**src/rtl/reg_file.sv**
```systemverilog
// ----------------------------------------------------------------------------
// reg_file
//   General-purpose register file for the multicycle CPU. It holds
//   2^ADDR_W registers of DATA_W bits and has three read ports and one
//   write port.
//   - Two datapath read ports (rs/rt) feed the A/B data registers.
//   - A debug read port feeds the board display logic.
//   - Register 0 always reads as zero. It has no storage and writes to it
//     are discarded.
//   - Reset is asynchronous and active-low. It clears every register at once
//     and holds all read outputs at zero while it is asserted.
//
// Parameters
//   DATA_W  register width in bits
//   ADDR_W  register address width; depth = 2**ADDR_W
//   BYPASS  1 = a read of the register being written this cycle returns
//               WriteData combinationally
//           0 = the read returns the stored (old) value
//
// Ports
//   CLK        in   system clock; writes occur on the rising edge
//   Reset      in   asynchronous active-low clear
//   RegWre     in   write enable, sampled at posedge CLK
//   ReadReg1   in   read port 1 address (rs)
//   ReadReg2   in   read port 2 address (rt)
//   WriteReg   in   write address
//   WriteData  in   write-back data
//   DebugReg   in   debug read address
//   ReadData1  out  contents of ReadReg1
//   ReadData2  out  contents of ReadReg2
//   DebugData  out  contents of DebugReg
// ----------------------------------------------------------------------------
module reg_file #(
    parameter int DATA_W = 32,
    parameter int ADDR_W = 5,
    parameter int BYPASS = 0
) (
    input  logic              CLK,
    input  logic              Reset,
    input  logic              RegWre,
    input  logic [ADDR_W-1:0] ReadReg1,
    input  logic [ADDR_W-1:0] ReadReg2,
    input  logic [ADDR_W-1:0] WriteReg,
    input  logic [DATA_W-1:0] WriteData,
    input  logic [ADDR_W-1:0] DebugReg,
    output logic [DATA_W-1:0] ReadData1,
    output logic [DATA_W-1:0] ReadData2,
    output logic [DATA_W-1:0] DebugData
);

    localparam int DEPTH   = 1 << ADDR_W;
    localparam int N_RPORT = 3;

    // A write is only effective to a non-zero address. Gating with Reset here
    // also keeps the bypass path quiet while the file is held in reset.
    logic                           w_wr_en;
    logic [DEPTH-1:0][DATA_W-1:0]   w_regs;
    logic [N_RPORT-1:0][ADDR_W-1:0] w_raddr;
    logic [N_RPORT-1:0][DATA_W-1:0] w_rdata;

    assign w_wr_en = Reset && RegWre && (WriteReg != '0);

    // Register 0 has no storage.
    assign w_regs[0] = '0;

    for (genvar gi = 1; gi < DEPTH; gi++) begin : g_reg
        logic [DATA_W-1:0] r_q;

        always_ff @(posedge CLK or negedge Reset) begin
            if (!Reset) begin
                r_q <= '0;
            end else if (w_wr_en && (WriteReg == ADDR_W'(gi))) begin
                r_q <= WriteData;
            end
        end

        assign w_regs[gi] = r_q;
    end

    assign w_raddr[0] = ReadReg1;
    assign w_raddr[1] = ReadReg2;
    assign w_raddr[2] = DebugReg;

    // Each read port is handled independently. The bypass compare needs no
    // extra check for address 0, because w_wr_en is already false for a
    // write to address 0. The Reset gate forces zero at the outputs even
    // while the asynchronous clear is still settling.
    for (genvar gp = 0; gp < N_RPORT; gp++) begin : g_rport
        always_comb begin
            w_rdata[gp] = w_regs[w_raddr[gp]];
            if ((BYPASS != 0) && w_wr_en && (w_raddr[gp] == WriteReg)) begin
                w_rdata[gp] = WriteData;
            end
            if (!Reset) begin
                w_rdata[gp] = '0;
            end
        end
    end

    assign ReadData1 = w_rdata[0];
    assign ReadData2 = w_rdata[1];
    assign DebugData = w_rdata[2];

endmodule

```
**config.mk**
```make
export PLATFORM = sky130hd
export DESIGN_NAME = reg_file
export DESIGN_NICKNAME = d
export VERILOG_FILES = /design/src/rtl/reg_file.sv
export SDC_FILE = /design/constraint.sdc
export NUM_CORES = 2
export LEC_CHECK = 0
export BUFFER_PORTS_ARGS = -buffer_cell sky130_fd_sc_hd__buf_2
export CELL_PAD_IN_SITES_DETAIL_PLACEMENT = 0
export CELL_PAD_IN_SITES_GLOBAL_PLACEMENT = 2
export CORE_MARGIN = 8
export CORE_UTILIZATION = 46
export DETAILED_ROUTE_END_ITERATION = 7
export PLACE_DENSITY_LB_ADDON = 0.1
export SLEW_MARGIN = 20
export SYNTH_ARGS = -nofsm -noshare
export SYNTH_HDL_FRONTEND = slang
export SYNTH_SLANG_ARGS = --single-unit
```
**constraint.sdc**
```tcl
create_clock -name CLK -period 2.2 [get_ports CLK]
set_clock_uncertainty 0.05 [all_clocks]
set_input_delay 0.22 -clock CLK [delete_from_list [all_inputs] [get_ports CLK]]
set_output_delay 0.22 -clock CLK [all_outputs]
set_load 0.05 [all_outputs]
```
* Word-level counts from Yosys, hierarchy flattened
Index checks and enable logic that the tools add are counted. W data, S select, Z words.
Storage, ports and cells: latch bits 0, word-level logic and storage cells 108, memories kept 0, bits of input ports 55, register bits 992, RAM bits 0, ROM bits 0
Cells by class: divide/modulo/power cells 0, bitwise operators 0, $mul 0, order comparisons 3, shift-type cells 0, $add $sub $neg 0, multiplexer cells 9, equal/unequal tests 31, reductions and logical operators 34
Operators with widths (count):
- $bmux W32 S5 | 3
- $mux W32 | 6
- $eq A5 B5 Y1 const B | 16
- $eq A5 B4 Y1 const B | 8
- $logic_and A1 B1 Y1 | 33
- $eq A5 B3 Y1 const B | 4
- $lt A5 B6 Y1 const B | 3
- $eq A5 B2 Y1 const B | 2
- $eq A5 B1 Y1 const B | 1
- $reduce_bool A5 Y1 | 1

* Logic depth before layout (Yosys ltp)
depth in word-level cells 3, mapped depth 9, mapped depth without buffers 4

* Worst setup path after synthesis
Ideal clock, no wire load.
path type input port to output port, from input ReadReg1[1], to output ReadData1[31], data required time 1.930 ns, arrival time 3.581 ns, path slack -1.651 ns, stages 6, path through buf_4 > buf_4 > buf_4 > o311ai_0 > a211oi_1 > a2111oi_0
Between the ends: cells in the longest elaborated chain, start to end 3
Ends and longest elaborated chain:
- start, declared | RTL line 41 | input logic [ADDR_W-1:0] ReadReg1,
- $bmux W32 S5 | RTL line 90 | w_rdata[gp] = w_regs[w_raddr[gp]];
- $mux W32 (not written as such) | RTL line 90
- $mux W32 | RTL line 94 | if (!Reset) begin
- end, declared | RTL line 46 | output logic [DATA_W-1:0] ReadData1,
No other way between the ends. The select of a mux whose other input is x is not followed.

* Worst setup path in the final report
from input Reset, to output ReadData2[16]
Between the ends: cells in the longest elaborated chain, start to end 1
Ends and longest elaborated chain:
- start, declared | RTL line 39 | input logic Reset,
- $mux W32 | RTL line 94
- end, declared | RTL line 47 | output logic [DATA_W-1:0] ReadData2,
No other way between the ends.

==> run_results.csv <==
group,metric,value,unit
sta,worst_pin_slew,1.07,ns
setup_path,max_stage_delay,0.91,ns
setup_path,endpoint_kind,"output pin",
floorplanning,core-area,0.135,mm2
setup_path,crit_type,"in2out",
finish,final_util,59.6,%
floorplanning,die_y,384,um
logic_synthesis,synth_commonest_cells,"mux2_2 (1196), dfrtp_1 (992), mux4_2 (425)",
sta,post-route-period-util,131,%
floorplanning,die_w,384,um
route,wl,270000,um
outcome,status,"finished with violations",
finish,areaGrowthSynthToFinish,29.2,%
setup_path,startpoint,"Reset",
logic_synthesis,ys.flop_type,"dfrtp_1",
logic_synthesis,yosys.area.top_type,"dfrtp_1",
setup_path,critical_path_arrival,2.61,ns
logic_synthesis,synth_seq_cells,992,
sta,final_max_slew_viol_count,0,
logic_synthesis,synthTopCellsByArea,"dfrtp_1 (40%), mux2_2 (22%), mux4_2 (15%)",
placement,port-buffer-count,150,
floorplanning,pin_count,151,
placement,hpwl,180000,um
clocking,clock-sinks,992,
route,drc_errors,0,
pwr,power.leakage,36.0,nW
logic_synthesis,async_flop_share,100,%
finish,nNetsFinal,5415,
placement,gp_congestion,0.907,
logic_synthesis,synth_cells,4703,
floorplanning,dieArea,0.147,mm2
setup_path,cp-start-kind,"input pin",
logic_synthesis,yosysUniqueCellTypes,54,
floorplanning,num_rows,135,
logic_synthesis,ys_warn_count,0,
route,first_pass_iters,6,
sta,hold_viol,0,
sta,finalSetupViolCount,96,
logic_synthesis,syn_nets,4758,
sta,fmax,0.348,GHz
clocking,cts.clk_slew.worst_paths,0.06,ns
clocking,h-tree-depth,3,
clocking,clock_latency,0.74,ns
route,wl_per_cell,37.3,um
worst_hold_path,holdPathStages,2,
clocking,cts_buffers,119,
worst_hold_path,holdPathEnd,"g_reg[20].r_q[8]",
route,drt_first_iter_violations,4733,
sta,post-route-min-period,2.88,ns
setup_path,path_cells,"buf_8, buf_12, buf_16, dlygate4sd3_1, buf_4, o311a_4, buf_12",
global_route,grt_max_degree,75,
finish,fillers,10900,
worst_hold_path,holdCritPathClass,"in2reg",
sta,rsz0062_at_grt,"true",
setup_path,cp_max_fo,11,
setup_path,ff2ff_path_depth,3,
logic_synthesis,synth_edf_count,0,
job,maxCapViolCount,0,
setup_path,worstPathRequired,1.93,ns
logic_synthesis,synth_top_area_share,39.8,%
logic_synthesis,synth_most_common_cell,"mux2_2",
clocking,clock-root-buffer,"clkbuf_16",
global_route,grt_pass1_wl,381000,um
route,ant_nets,0,
outcome,violations,"negative setup slack",
finish,drive_above_1_share,59.2,%
global_route,grt_pass1_vias,50200,
finish,largest_register_ffs,992,
floorplanning,initial_core_util,46.2,%
route,viasPerCell,6.84,
pwr,vdd_drop_max,0.000652,V
setup_path,regToRegEndpoint,"g_reg[17].r_q[30]",
logic_synthesis,syn_avg_cell_area,13.2,um2
sta,worst_slack,-0.677,ns
worst_hold_path,min-delay-start,"WriteData[8]",
global_route,grt_usage,36.0,%
finish,largest-register,"g.r_q",
setup_path,r2r_start,"g_reg[17].r_q[30]",
clocking,cts_tree,"built",
setup_path,cp_slowest_cell,"dlygate4sd3_1",
pwr,power.density,733,mW/mm2
sta,max-slew-margin-rel,28.7,%
logic_synthesis,yosysSeqAreaShare,39.8,%
setup_path,critPathTopFamily,"buffers and inverters",
global_route,grt.overflow.total,0,
global_route,antenna_found_initial,17,
sta,whs,0.0563,ns
setup_path,cp_num_buf_inv,6,
route,num_vias,49600,
setup_path,cpMostUsedCell,"buf_12",
clocking,cts.path.max_buffers,3,
logic_synthesis,syn_area,0.0623,mm2
finish,top_regs,"g.r_q x992",
setup_path,r2r_slack,1.11,ns
-- metrics by stage --
| stage | instance area (um2) | cells | TNS, ns | total power, mW | setup WS, ns |
|---|---|---|---|---|---|
| floorplan | 62400 | 4703 | 0 | 31.1 | 0.0242 |
| global placement | 72400 | 6817 | -25.48 | 36.1 | -0.463 |
| detailed placement | 72400 | 6817 | -25.57 | 36.4 | -0.470 |
| CTS | 79600 | 7207 | -48.98 | 58.7 | -0.659 |
| global route | 80500 | 7246 | -50.94 | 61.1 | -0.678 |
| finish | 80500 | 7249 | -45.04 | 59.0 | -0.677 |
-- final cells by class --
type / instances / area (um2) / share of cell area, %
Antenna cell: 7 / 17.5 / 0.0218
Clock buffer: 171 / 3460 / 4.29
Clock inverter: 51 / 687 / 0.853
Inverter: 5 / 22.5 / 0.0280
Multi-Input combinational cell: 3161 / 37100 / 46.1
Sequential cell: 992 / 24800 / 30.8
Tap cell: 1781 / 2230 / 2.77
Timing Repair Buffer: 1081 / 12200 / 15.1
-- cells by family (layout without fill, tap and decap cells) --
kind of cell / count (synthesis) / after routing / synth area share (%)
multiplexers: 2060 / 2060 / 44.1
AND/OR/NAND/NOR: 384 / 384 / 3.05
flip-flops: 992 / 992 / 39.8
AO/OA/AOI/OAI: 717 / 717 / 8.86
other: 0 / 7 / 0
buffers and inverters: 550 / 1308 / 4.12
-- what timing repair did --
item / CTS / global route
pin swaps: 139 / 63
hold endpoints to repair: 547 / 66
resized for setup: 348 / 118
buffers inserted: 139 / 37
setup endpoints to repair: 96 / 96
hold buffers: 40 / 1
gates cloned: 0 / 0
-- routing by layer --
metal | share of wire [%] | global-route usage [%] | up-vias
met4 | 5.5 | 16.3 | 8
met3 | 9.7 | 9.27 | 702
li1 | - | - | 19900
met2 | 44 | 54.1 | 2670
met5 | 0.021 | 0 | -
met1 | 41 | 49.0 | 26300
-- placed cells by master (no fill, tap or decap), types with 24 or more instances in the layout --
cell           netlist  routed
a211oi_1            60      47
o22ai_2              0      27
o22ai_1             59      32
a211o_1             31      30
buf_4               48     637
o21ai_0             56      31
o221ai_1            94      67
nor2_1              75      40
nand2_1            103      89
dfrtp_1            992     990
a221oi_1           119      95
a21oi_1             97      63
mux2_1              40      40
buf_12               0     289
mux2_2            1196    1187
nand2b_4             0      27
buf_6               10      61
buf_8                1      24
nor2b_1             43      30
mux2i_1            399     389
a31o_2              29      29
mux4_2             425     425
a22oi_1             30      30
nor3_1              63      55
a21o_1              29      29
clkbuf_16            0     122
buf_2              185      39
dlygate4sd3_1        0      28
clkbuf_1           261      27
a21oi_2              0      29
-- power breakdown --
part / leakage, nW / switching (mW) / internal (mW)
logic: 20.8 / 6.72 / 8.10
registers: 13.2 / 2.40 / 20.7
clock network: 2.02 / 8.44 / 12.6
-- worst max path at each step --
stage	end	depth (start not counted)
after floorplan	ReadData1[29]	8
after global routing	ReadData2[13]	6
final	ReadData2[16]	7
after CTS	ReadData2[13]	6
after global placement	ReadData2[12]	9
after detailed placement	ReadData2[12]	9
Power figures use the tool's default switching activity.
